**src/rtl/ex_mult_sched.sv**
```systemverilog
// EX-stage scheduler. It shares the single ALU between pipeline operands and an
// iterative shift-add MULT/MULTU sequencer that writes a 2*WIDTH-bit product
// into HI/LO.
//
// Handshake: mul_start is accepted only on a posedge where the FSM is IDLE. A
// start seen in any other state is dropped, with no queueing and no error.
// From the cycle after acceptance until done, busy and stall stay high. done is a
// single-cycle pulse, and during that cycle hi/lo already hold the new product.
module ex_mult_sched #(
    parameter int WIDTH = 32
) (
    input  logic             clk,
    input  logic             rst,
    input  logic             ex_sel,
    input  logic [WIDTH-1:0] ex_rs,
    input  logic [WIDTH-1:0] ex_rt,
    input  logic [WIDTH-1:0] ex_imm,
    input  logic             mul_start,
    input  logic             mul_signed,
    input  logic [WIDTH-1:0] alu_result,
    input  logic             alu_cout,
    output logic [WIDTH-1:0] alu_a,
    output logic [WIDTH-1:0] alu_b,
    output logic             alu_force_add,
    output logic             stall,
    output logic             busy,
    output logic             done,
    output logic [WIDTH-1:0] hi,
    output logic [WIDTH-1:0] lo,
    output logic [1:0]       dbg_state
);

    localparam int CW = $clog2(WIDTH);

    typedef enum logic [1:0] {
        S_IDLE = 2'd0,
        S_MUL  = 2'd1,
        S_SIGN = 2'd2,
        S_DONE = 2'd3
    } state_t;

    state_t             state_q, state_d;
    logic [CW-1:0]      count_q, count_d;
    logic [WIDTH-1:0]   p_hi_q, p_hi_d;
    logic [WIDTH-1:0]   p_lo_q, p_lo_d;
    logic [WIDTH-1:0]   mcand_q, mcand_d;
    logic               neg_q, neg_d;
    logic [WIDTH-1:0]   hi_q, hi_d;
    logic [WIDTH-1:0]   lo_q, lo_d;

    logic [2*WIDTH-1:0] p_full;
    logic [2*WIDTH-1:0] p_fin;
    logic [WIDTH-1:0]   mag_rs;
    logic [WIDTH-1:0]   mag_rt;

    // State register. Reset abandons any multiply in flight and clears HI/LO.
    always_ff @(posedge clk) begin
        if (rst) begin
            state_q <= S_IDLE;
            count_q <= '0;
            p_hi_q  <= '0;
            p_lo_q  <= '0;
            mcand_q <= '0;
            neg_q   <= 1'b0;
            hi_q    <= '0;
            lo_q    <= '0;
        end else begin
            state_q <= state_d;
            count_q <= count_d;
            p_hi_q  <= p_hi_d;
            p_lo_q  <= p_lo_d;
            mcand_q <= mcand_d;
            neg_q   <= neg_d;
            hi_q    <= hi_d;
            lo_q    <= lo_d;
        end
    end

    // Next-state logic and ALU operand muxing.
    always_comb begin
        state_d       = state_q;
        count_d       = count_q;
        p_hi_d        = p_hi_q;
        p_lo_d        = p_lo_q;
        mcand_d       = mcand_q;
        neg_d         = neg_q;
        hi_d          = hi_q;
        lo_d          = lo_q;
        alu_a         = ex_rs;
        alu_b         = ex_sel ? ex_imm : ex_rt;
        alu_force_add = 1'b0;

        // A magnitude of the most negative value keeps the same bit pattern,
        // which is correct once it is read as unsigned.
        mag_rs = (mul_signed && ex_rs[WIDTH-1]) ? (~ex_rs + WIDTH'(1)) : ex_rs;
        mag_rt = (mul_signed && ex_rt[WIDTH-1]) ? (~ex_rt + WIDTH'(1)) : ex_rt;

        // The sign fix-up negates internally so the ALU is free during SIGN.
        p_full = {p_hi_q, p_lo_q};
        p_fin  = neg_q ? (~p_full + (2*WIDTH)'(1)) : p_full;

        case (state_q)
            S_IDLE: begin
                if (mul_start) begin
                    mcand_d = mag_rs;
                    p_hi_d  = '0;
                    p_lo_d  = mag_rt;
                    neg_d   = mul_signed & (ex_rs[WIDTH-1] ^ ex_rt[WIDTH-1]);
                    count_d = '0;
                    state_d = S_MUL;
                end
            end
            S_MUL: begin
                alu_a         = p_hi_q;
                alu_b         = p_lo_q[0] ? mcand_q : '0;
                alu_force_add = 1'b1;
                p_hi_d        = {alu_cout, alu_result[WIDTH-1:1]};
                p_lo_d        = {alu_result[0], p_lo_q[WIDTH-1:1]};
                count_d       = count_q + CW'(1);
                if (count_q == CW'(WIDTH - 1)) begin
                    state_d = S_SIGN;
                end
            end
            S_SIGN: begin
                p_hi_d  = p_fin[2*WIDTH-1:WIDTH];
                p_lo_d  = p_fin[WIDTH-1:0];
                hi_d    = p_fin[2*WIDTH-1:WIDTH];
                lo_d    = p_fin[WIDTH-1:0];
                state_d = S_DONE;
            end
            S_DONE: begin
                state_d = S_IDLE;
            end
            default: begin
                state_d = S_IDLE;
            end
        endcase
    end

    assign stall     = (state_q != S_IDLE);
    assign busy      = (state_q != S_IDLE);
    assign done      = (state_q == S_DONE);
    assign hi        = hi_q;
    assign lo        = lo_q;
    assign dbg_state = state_q;

endmodule

```
**config.mk**
```make
export PLATFORM = sky130hd
export DESIGN_NAME = ex_mult_sched
export DESIGN_NICKNAME = d
export VERILOG_FILES = /design/src/rtl/ex_mult_sched.sv
export SDC_FILE = /design/constraint.sdc
export NUM_CORES = 1
export LEC_CHECK = 0
export CAP_MARGIN = 0
export CELL_PAD_IN_SITES_DETAIL_PLACEMENT = 2
export CELL_PAD_IN_SITES_GLOBAL_PLACEMENT = 2
export CORE_ASPECT_RATIO = 1.5
export CORE_MARGIN = 1
export CORE_UTILIZATION = 29
export CTS_CLUSTER_DIAMETER = 200
export DETAILED_ROUTE_END_ITERATION = 6
export GPL_TIMING_DRIVEN = 0
export PLACE_DENSITY = 0.84
export SYNTH_ARGS = -nofsm -noshare
export SYNTH_HDL_FRONTEND = slang
export SYNTH_SLANG_ARGS = --single-unit
```
**constraint.sdc**
```tcl
create_clock -name clk -period 3.5 [get_ports clk]
set_input_delay 0.7 -clock clk [delete_from_list [all_inputs] [get_ports clk]]
set_output_delay 0.7 -clock clk [all_outputs]
set_load 0.05 [all_outputs]
```
==> metrics.json <==
{
  "setup_path": {
    "crit_fanout": 10,
    "crit_type": "register to output pin",
    "destination_of_the_worst_register_to_register_timing_path": "p_hi_q[13]$_SDFFE_PP0P_",
    "worstSetupEndpointType": "output pin",
    "reg2reg_from": "p_lo_q[18]$_SDFFE_PP0P_",
    "r2r.worst_path.cells": 7,
    "timing.reg2reg.setup_slack_ns": 0.04,
    "crit_path_start_kind": "register",
    "critical_path_arrival_ns": 2.79,
    "cp.required_ns": 2.80
  },
  "cells_and_area": {
    "fin_util_pct": 40.2,
    "layout.filler_cells": 4297,
    "syn_to_final_growth_pct": 35.4,
    "finalNonFillerCells": 2185,
    "layout-drive-gt1-share_pct": 9.76,
    "fin_nets": 1832,
    "antenna_cells_inserted": 0,
    "design_area_sq_mm": 0.0149
  },
  "clock_tree": {
    "cts_buf_count": 17,
    "clock_tree_root_driver_cell": "clkbuf_16",
    "cts.sinks": 168,
    "clkLatencyLatePin_ns": 0.47,
    "clock_tree.buffer_depth": 2,
    "post_cts_resized": 208,
    "cts_tree": "yes",
    "post_cts_setup_buffer_count": 0,
    "clock_tree.htree_level_count": 4,
    "number_of_buffers_added_to_fix_hold_violations_after_cts": 0,
    "cts.clk_slew.worst_paths_ns": 0.07
  },
  "logic_synthesis": {
    "synth-warning-count": 0,
    "mappedNetlistNets": 1547,
    "synth.ff_latch_count": 168,
    "synth-async-reset-ratio_pct": 0,
    "ys_types": 71,
    "syn-instance-count": 1404,
    "post_synth_main_area_contributors": "dfxtp_1, nor2_1, xnor2_1",
    "yosys.area.top_type_share_pct": 30.6,
    "synth_largest_area_cell": "dfxtp_1",
    "mappedNetlistArea_sq_mm": 0.0110,
    "synth_edf_count": 0,
    "yosys_most_used_dff": "dfxtp_1",
    "yosysSeqAreaShare_pct": 30.6,
    "post_synth.cell_area_avg_sq_um": 7.82
  },
  "detailed_routing": {
    "routed_length_per_placed_instance_microns": 28.8,
    "postRouteWirelength_microns": 62900,
    "drtPass1Iterations": 5,
    "drc_errors": 0,
    "route.detailed.vias_per_inst": 6.01,
    "ant_nets": 0,
    "detailedRoute.firstIterationViolations": 911,
    "routed-via-count": 13100
  },
  "sta": {
    "timing.slew.headroom_pct": 29.0,
    "setup_total_negative_slack_ns": 0,
    "final_hold_viol_count": 0,
    "finClkSkew_ns": 0.0156,
    "timing.fmax_mhz": 287,
    "fin_crit_ns": 3.49,
    "timing_max_transition_violations_final": 0,
    "timing.final.setup_violations": 0,
    "final_min_period_over_clock_period_pct": 99.6,
    "fin_worst_hold_slack_ns": 0.471,
    "tightestPinTransition_ns": 1.04
  },
  "floorplanning": {
    "floorplan.core_area_sq_mm": 0.0370,
    "fp-row-count": 86,
    "die_h_microns": 240,
    "die-area_sq_mm": 0.0387,
    "die_width_microns": 161,
    "io_pins": 268,
    "initial_utilization_pct": 29.7
  },
  "worst_hold_path": {
    "hold_depth": 2,
    "timing.hold.worst_endpoint": "lo[5]$_SDFFE_PP0P_",
    "hold_path_class": "register to register",
    "worstHoldStart": "lo[5]$_SDFFE_PP0P_"
  },
  "place": {
    "postPlaceCellArea_sq_mm": 0.0142,
    "port-buffer-count": 266,
    "gp_congestion": 0.976,
    "post-place-cells": 2154,
    "place_hpwl_microns": 49800
  },
  "pwr": {
    "power.ir.vdd_worst_v": 0.000391,
    "total_leakage_power_nw": 5.18,
    "clkPwrFrac_pct": 14.8,
    "internal_power_mw": 6.00,
    "p_comb_share_pct": 63.2,
    "power.sequential.fraction_pct": 22.0,
    "power_density_mw_per_mm2": 909,
    "switching_power_mw": 7.51,
    "power.switching_fraction_pct": 55.6
  },
  "global_route": {
    "globalRouteOverflowTotal": 0,
    "first_global_vias": 14200,
    "grt_start_max_net_pins": 17,
    "antenna_found_initial": 0,
    "grt_first_pass_wirelength_microns": 92900,
    "groute.usage.overall_pct": 32.6
  },
  "outcome": {
    "outcome": "completed"
  },
  "run": {
    "number_of_max_cap_violations": 0
  }
}
==> power groups by stage <==
stage | clock [mW] | combinational [mW] | sequential, mW
4_1_cts | 2.01 | 8.46 | 2.95
5_1_grt | 2.09 | 8.93 | 3.02
3_5_place_dp | 0 | 8.41 | 2.98
6_report | 2.00 | 8.54 | 2.97
2_1_floorplan | 0 | 4.41 | 3.65
3_3_place_gp | 0 | 8.20 | 2.96
==> layer usage <==
metal  share of wire [%]  vias to the layer above  GRT usage [%]
met1                  38                     6595           35.8
li1                    -                     5772              -
met4                 6.3                        0           21.2
met5                   0                        -              0
met2                  51                      569           58.4
met3                 5.1                      191           4.52
==> state kept, by name, summed over array words and instances (netlist names) <==
| register | cells |
|---|---|
| count_q | 5 |
| p_lo_q | 32 |
| dbg_state | 2 |
| p_hi_q | 32 |
| lo | 32 |
| mcand_q | 32 |
| neg_q | 1 |
| hi | 32 |
==> cell usage in the layout, fill, tap and decap left out, drive strengths merged, types with 22 or more instances in the layout <==
cell,n
a211oi,63
a21oi,80
buf,39
clkbuf,135
clkdlybuf4s15,27
clkdlybuf4s50,202
dfxtp,168
inv,27
mux2,31
mux2i,41
nand2,90
nand3,52
nor2,155
nor3,52
nor4,25
o21ai,101
o31ai,23
o41ai,26
or4,22
xnor2,65
xor2,49
==> logic make-up (layout without fill, tap and decap cells) <==
kind of cell	Yosys count	count (layout)	share of synthesized area [%]
simple gates	466	466	20.5
compound gates	426	426	26.6
flops	168	168	30.6
buf+inv	149	446	5.22
xor+xnor	114	114	9.10
mux	72	72	6.92
fa+ha+maj	9	9	1.03
==> Yosys cell counts (23+ instances only) <==
cell	number
inv_1	24
mux2i_1	41
nor3_1	52
clkbuf_1	98
dfxtp_1	168
nor4_1	25
o31ai_1	23
nand3_1	52
o21ai_0	87
xor2_1	49
nor2_1	155
xnor2_1	65
mux2_2	31
a211oi_1	62
a21oi_1	80
nand2_1	90
==> critical path, cell delays in order, from the launching register on <==
cell and delay (ns):
dfxtp_1 0.41, inv_1 0.16, ha_4 0.28, clkbuf_8 0.24, buf_2 0.36, mux2_2 0.43, dlygate4sd2_1 0.44
==> cell type report <==
| type | count | area [sq um] | share of cell area [%] |
|---|---|---|---|
| flip-flops and latches | 168 | 3360 | 22.6 |
| inverters | 26 | 97.6 | 0.656 |
| clock inverters | 9 | 114 | 0.766 |
| multi-input cells | 1087 | 7150 | 48.1 |
| well taps | 484 | 606 | 4.07 |
| plain buffers | 123 | 531 | 3.57 |
| repair buffers | 266 | 2540 | 17.1 |
| clock buffers | 22 | 474 | 3.19 |
==> stage by stage <==
step / setup WS (ns) / power, mW
final: 0.0140 / 13.5
after global routing: -0.0351 / 14.0
after CTS: -0.0243 / 13.4
after detailed placement: -1.23 / 11.4
after global placement: -1.17 / 11.2
after floorplan: -0.0385 / 8.06
==> worst max path at each step <==
stage,start,to,slack (ns),depth (start not counted)
after floorplan,dbg_state[1]$_SDFFE_PP0P_,alu_b[25],-0.04,6
after global placement,dbg_state[0]$_SDFFE_PP0P_,alu_a[29],-1.17,6
after detailed placement,dbg_state[0]$_SDFFE_PP0P_,alu_a[28],-1.23,6
after CTS,dbg_state[1]$_SDFFE_PP0P_,alu_a[28],-0.02,7
after global routing,p_lo_q[0]$_SDFFE_PP0P_,p_hi_q[8]$_SDFFE_PP0P_,-0.04,10
final,dbg_state[1]$_SDFFE_PP0P_,alu_a[2],0.01,6
Note: power is estimated with default switching activity, not from simulation.
